--- src/rtl/bus_arbiter.sv ---
// Round-robin arbiter sharing one memory slave between the instruction and data masters.
// Completed responses stay sticky until the pipeline advances; a watchdog aborts hung slaves.
module bus_arbiter #(
  parameter int unsigned         P_ADDR_W   = 32,
  parameter int unsigned         P_DATA_W   = 32,
  parameter int unsigned         P_TIMEOUT  = 255,
  parameter logic [P_DATA_W-1:0] P_ERR_DATA = 32'hDEAD_BEEF
) (
  input  logic                clk,
  input  logic                rst,
  input  logic                advance,
  input  logic                ins_valid,
  input  logic [P_ADDR_W-1:0] ins_addr,
  input  logic                ins_wr,
  input  logic [P_DATA_W-1:0] ins_wdata,
  output logic                ins_ready,
  output logic [P_DATA_W-1:0] ins_rdata,
  input  logic                data_valid,
  input  logic [P_ADDR_W-1:0] data_addr,
  input  logic                data_wr,
  input  logic [P_DATA_W-1:0] data_wdata,
  output logic                data_ready,
  output logic [P_DATA_W-1:0] data_rdata,
  output logic                mem_valid,
  output logic [P_ADDR_W-1:0] mem_addr,
  output logic                mem_wr,
  output logic [P_DATA_W-1:0] mem_wdata,
  input  logic                mem_ready,
  input  logic [P_DATA_W-1:0] mem_rdata,
  output logic                timeout_err
);

  localparam int unsigned     CntW    = $clog2(P_TIMEOUT + 1);
  localparam logic [CntW-1:0] CntLast = CntW'(P_TIMEOUT - 1);
  localparam logic            GrantIns  = 1'b0;
  localparam logic            GrantData = 1'b1;

  typedef enum logic [1:0] {S_IDLE, S_INS, S_DATA} arbState;

  arbState             stateQ, stateD;
  logic                lastGrantQ, lastGrantD;
  logic                insDoneQ, insDoneD;
  logic                dataDoneQ, dataDoneD;
  logic [P_DATA_W-1:0] insRdataQ, insRdataD;
  logic [P_DATA_W-1:0] dataRdataQ, dataRdataD;
  logic [P_ADDR_W-1:0] memAddrQ, memAddrD;
  logic                memWrQ, memWrD;
  logic [P_DATA_W-1:0] memWdataQ, memWdataD;
  logic [CntW-1:0]     cntQ, cntD;
  logic                timeoutErrQ, timeoutErrD;
  logic                insPend, dataPend, pickData;
  logic [P_DATA_W-1:0] respData;

  always_comb begin
    // Pending uses the registered done flags, so an advance in this cycle cannot re-grant.
    insPend  = ins_valid & ~insDoneQ;
    dataPend = data_valid & ~dataDoneQ;
    pickData = dataPend & (~insPend | (lastGrantQ == GrantIns));
    respData = mem_ready ? mem_rdata : P_ERR_DATA;

    stateD      = stateQ;
    lastGrantD  = lastGrantQ;
    insDoneD    = insDoneQ & ~advance;
    dataDoneD   = dataDoneQ & ~advance;
    insRdataD   = insRdataQ;
    dataRdataD  = dataRdataQ;
    memAddrD    = memAddrQ;
    memWrD      = memWrQ;
    memWdataD   = memWdataQ;
    cntD        = cntQ;
    timeoutErrD = timeoutErrQ;

    case (stateQ)
      S_IDLE: begin
        if (pickData) begin
          stateD     = S_DATA;
          lastGrantD = GrantData;
          memAddrD   = data_addr;
          memWrD     = data_wr;
          memWdataD  = data_wdata;
          cntD       = '0;
        end else if (insPend) begin
          stateD     = S_INS;
          lastGrantD = GrantIns;
          memAddrD   = ins_addr;
          memWrD     = ins_wr;
          memWdataD  = ins_wdata;
          cntD       = '0;
        end
      end
      S_INS, S_DATA: begin
        if (mem_ready || (cntQ == CntLast)) begin
          stateD = S_IDLE;
          if (stateQ == S_DATA) begin
            dataDoneD  = 1'b1;
            dataRdataD = respData;
          end else begin
            insDoneD  = 1'b1;
            insRdataD = respData;
          end
          if (!mem_ready) timeoutErrD = 1'b1;
        end else begin
          cntD = cntQ + CntW'(1);
        end
      end
      default: stateD = S_IDLE;
    endcase
  end

  always_ff @(posedge clk) begin
    if (rst) begin
      stateQ      <= S_IDLE;
      lastGrantQ  <= GrantIns;
      insDoneQ    <= 1'b0;
      dataDoneQ   <= 1'b0;
      insRdataQ   <= '0;
      dataRdataQ  <= '0;
      memAddrQ    <= '0;
      memWrQ      <= 1'b0;
      memWdataQ   <= '0;
      cntQ        <= '0;
      timeoutErrQ <= 1'b0;
    end else begin
      stateQ      <= stateD;
      lastGrantQ  <= lastGrantD;
      insDoneQ    <= insDoneD;
      dataDoneQ   <= dataDoneD;
      insRdataQ   <= insRdataD;
      dataRdataQ  <= dataRdataD;
      memAddrQ    <= memAddrD;
      memWrQ      <= memWrD;
      memWdataQ   <= memWdataD;
      cntQ        <= cntD;
      timeoutErrQ <= timeoutErrD;
    end
  end

  assign ins_ready   = insDoneQ;
  assign ins_rdata   = insRdataQ;
  assign data_ready  = dataDoneQ;
  assign data_rdata  = dataRdataQ;
  assign mem_valid   = (stateQ != S_IDLE);
  assign mem_addr    = memAddrQ;
  assign mem_wr      = memWrQ;
  assign mem_wdata   = memWdataQ;
  assign timeout_err = timeoutErrQ;

endmodule

--- config.mk ---
export PLATFORM = sky130hd
export DESIGN_NAME = bus_arbiter
export DESIGN_NICKNAME = d
export VERILOG_FILES = /design/src/rtl/bus_arbiter.sv
export SDC_FILE = /design/constraint.sdc
export NUM_CORES = 1
export LEC_CHECK = 0
export BUFFER_PORTS_ARGS = -buffer_cell sky130_fd_sc_hd__buf_2
export CAP_MARGIN = 20
export CORE_ASPECT_RATIO = 2
export CORE_MARGIN = 10
export CORE_UTILIZATION = 43
export CTS_BUF_LIST = sky130_fd_sc_hd__clkbuf_4 sky130_fd_sc_hd__clkbuf_8
export DETAILED_ROUTE_END_ITERATION = 8
export GPL_TIMING_DRIVEN = 0
export MAX_ROUTING_LAYER = met4
export PLACE_DENSITY = 0.88
export SYNTH_ARGS = -nofsm -noshare
export SYNTH_HDL_FRONTEND = slang
export SYNTH_SLANG_ARGS = --single-unit
export TNS_END_PERCENT = 30
--- constraint.sdc ---
create_clock -name clk -period 1.7 [get_ports clk]
set_input_delay 0.17 -clock clk [delete_from_list [all_inputs] [get_ports clk]]
set_output_delay 0.17 -clock clk [all_outputs]
set_load 0.02 [all_outputs]
==> impl_metrics.toml <==
[placed_design]
dp_hpwl_um = 19370
port_buffers = 299
gp_congestion = 0.9565
place_ws_ns = -0.4579
dpl.cell_count = 1156

[pwr]
swShare_pct = 37.31
internal-power_uw = 6609
p_per_area_mw_per_mm2 = 1078
ir_drop_mv = 0.5791
switchingPower_uw = 3933
pwr-share-comb_pct = 36.0
power.total_uw = 10540
seqPwrFrac_pct = 37.5
power_leakage_uw = 0.004453
power_frac_clock_pct = 26.5

[yosys]
syn-cell-area_sq_mm = 0.006265
yosysWarningCount = 0
synthFlopType = "dfxtp_1"
synth_nets = 837
ys_ff_latch = 143
synth_edf_count = 0
yosysUniqueCellTypes = 46
ys_seq_area_share_pct = 45.70
async_reset_ff_share_pct = 0
syn_inst = 665
synth_area_per_cell_sq_um = 9.421

[layout]
final_common_cell = "buf_2"
fin_nets = 1183
fill_cells = 1029
area_delta_synth_final_pct = 56.12
fin_cells = 1217
layout-drive-gt1-share_pct = 49.12
layout_common_cells = "buf_2 (301), dfxtp_1 (139), a211oi_1 (80)"

[worst_setup_path]
crit_path_end_kind = "flip-flop"
cp-start-kind = "flip-flop"
critPathMaxFanout = 7
slowest_delay_ns = 0.54
crit_buf_inv = 2
crit_required_ns = 2.04
crit_arrival_ns = 2.32
crit_type = "reg -> reg"
crit_slowest_cell = "or4_4"
cp_top_family = "simple AND/OR/NAND/NOR gates"
crit_chain = "inv_2 -> ha_1 -> nand4_1 -> buf_4 -> o21ai_4 -> or4_4 -> o31ai_1"

[sta]
finClkSkew_ns = 0.02642
grt_setup_unrepaired = "true"
tightestPinTransition_ns = 0.7932
setup-tns-final_ns = -6.337
layout_setup_ws_ns = -0.2833
hold_viol = 0
period_share_pct = 116.7
finalSetupViolCount = 86
finalMaxSlewViolations = 0
period_minus_slack_ns = 1.983
max_freq_mhz = 504.2
slew_headroom_pct = 47.12
whs_ns = 0.04646

[cts]
clock_sinks = 143
numCtsBuffers = 17
insertion_delay_ns = 0.46
cts_max_level = 4
cts.clk_slew.worst_paths_ns = 0.09
clockBufferDepth = 2
cts_tree = "built"
cts_root_buffer = "clkbuf_8"

[routing]
first_iter_violations = 435
wl_per_cell_um = 23.05
detail-route-antenna-nets = 0
firstDrtPassIters = 5
vias_per_cell = 5.707
finalWirelength_um = 28050
drcViolationCount = 0
vias = 6945

[run_status]
status = "finished with violations"
violations = "setup timing"

[floorplanning]
initial_core_util_pct = 43.65
fp.dieH_um = 190.7
fp-row-count = 62
die_w_um = 105.4
die_area_sq_mm = 0.02009
core_area_sq_mm = 0.01435
num_io_pins = 301

[global_route]
grt_pass1_wl_um = 37290
antenna_found_initial = 1
grt-ovfl-total = 0
gr-usage-all-layers_pct = 23.99
grt_max_degree = 17
grt_pass1_vias = 6980

[job]
drv_cap = 0

[hold_path]
hold_class = "in -> reg"
[worst reg2reg max path, delay by kind of cell (launching register included)]
kind / cells / cell delay [ns]
and+or+nand+nor: 2 / 0.73
DFF: 1 / 0.38
AOI/OAI and AO/OA: 2 / 0.35
buffers and inverters: 2 / 0.23
adders and majority gates: 1 / 0.20
[layout make-up]
class | instances | area [sq um] | share of cell area (%)
tap | 192 | 240.2 | 2.456
inverter | 57 | 222.7 | 2.277
clock inverter | 14 | 158.9 | 1.625
sequential | 143 | 2870 | 29.35
antenna | 1 | 2.502 | 0.02559
clock buffer | 18 | 247.7 | 2.533
timing repair buffer | 328 | 1813 | 18.54
multi-input combinational | 403 | 3765 | 38.49
buffer | 61 | 460.4 | 4.708
[final timing paths]
kind	start	end	slack (ns)	cells past startpoint
min reg2reg	ins_rdata[14]	ins_rdata[14]	0.46	2
min	mem_rdata[29]	ins_rdata[29]	0.05	3
max reg2reg	cntQ[0]	cntQ[7]	-0.28	7
max	cntQ[0]	cntQ[7]	-0.28	7
[repair_timing]
item / 4_1_cts / 5_1_grt
pin swaps: 1 / 48
hold endpoints to repair: 8 / 0
cloned: 0 / 5
buffers inserted: 2 / 16
endpoints found under the setup margin: 141 / 142
gates resized for setup: 61 / 177
hold buffers: 6 / 0
[power by group through the flow]
| stage | combinational [uW] | clock (uW) | sequential (uW) |
|---|---|---|---|
| 4_1_cts | 2960 | 2830 | 3940 |
| 5_1_grt | 4000 | 2970 | 3990 |
| 3_5_place_dp | 2810 | 0 | 4010 |
| 3_3_place_gp | 2760 | 0 | 3990 |
| 6_report | 3790 | 2790 | 3960 |
| 2_1_floorplan | 1260 | 0 | 4470 |
[kinds of logic (layout without fill, tap and decap cells)]
kind of cell	after synthesis	after routing	share of synthesized area [%]
AOI/OAI and AO/OA	146	146	17.24
adders and majority gates	4	4	0.7989
buffers and inverters	119	478	7.889
DFF	143	143	45.70
muxes	81	81	12.94
other	0	1	0
and+or+nand+nor	172	172	15.44
[flip-flops by register name, indices dropped and copies added (netlist names)]
signal / flops
ins_rdata: 32
data_rdata: 32
stateQ: 2
timeout_err: 1
lastGrantQ: 1
ins_ready: 1
data_ready: 1
mem_addr: 32
cntQ: 8
mem_wr: 1
mem_wdata: 32
[per-layer routing]
metal	vias up	part of all wire, %	track usage (%)
met3	117	6.7	5.315
li1	3104	-	-
met2	417	54	43.87
met5	-	0	-
met4	0	5.9	14.60
met1	3307	33	21.99
[cell usage after synthesis, drive strengths merged (3+ instances only)]
master	number	share of area [%]
o21ai	8	0.64
buf	21	2.0
ha	4	0.80
nand3	14	1.2
a211oi	113	14
mux2i	81	13
nand2b	4	0.56
nor3	3	0.24
nand2	23	1.4
and3	3	0.30
nor4b	48	6.7
clkbuf	41	2.5
dfxtp	143	46
a31oi	3	0.40
a21oi	8	0.64
inv	55	3.3
nor2	69	4.1
[per-stage QoR]
step | area, sq um | utilization (%)
after global placement | 8021 | 55.89
final | 9781 | 68.15
after floorplan | 6285 | -
after CTS | 8688 | 60.54
after detailed placement | 8021 | 55.89
after global routing | 9781 | 68.15
No activity file was read; power rests on OpenSTA's default activity.
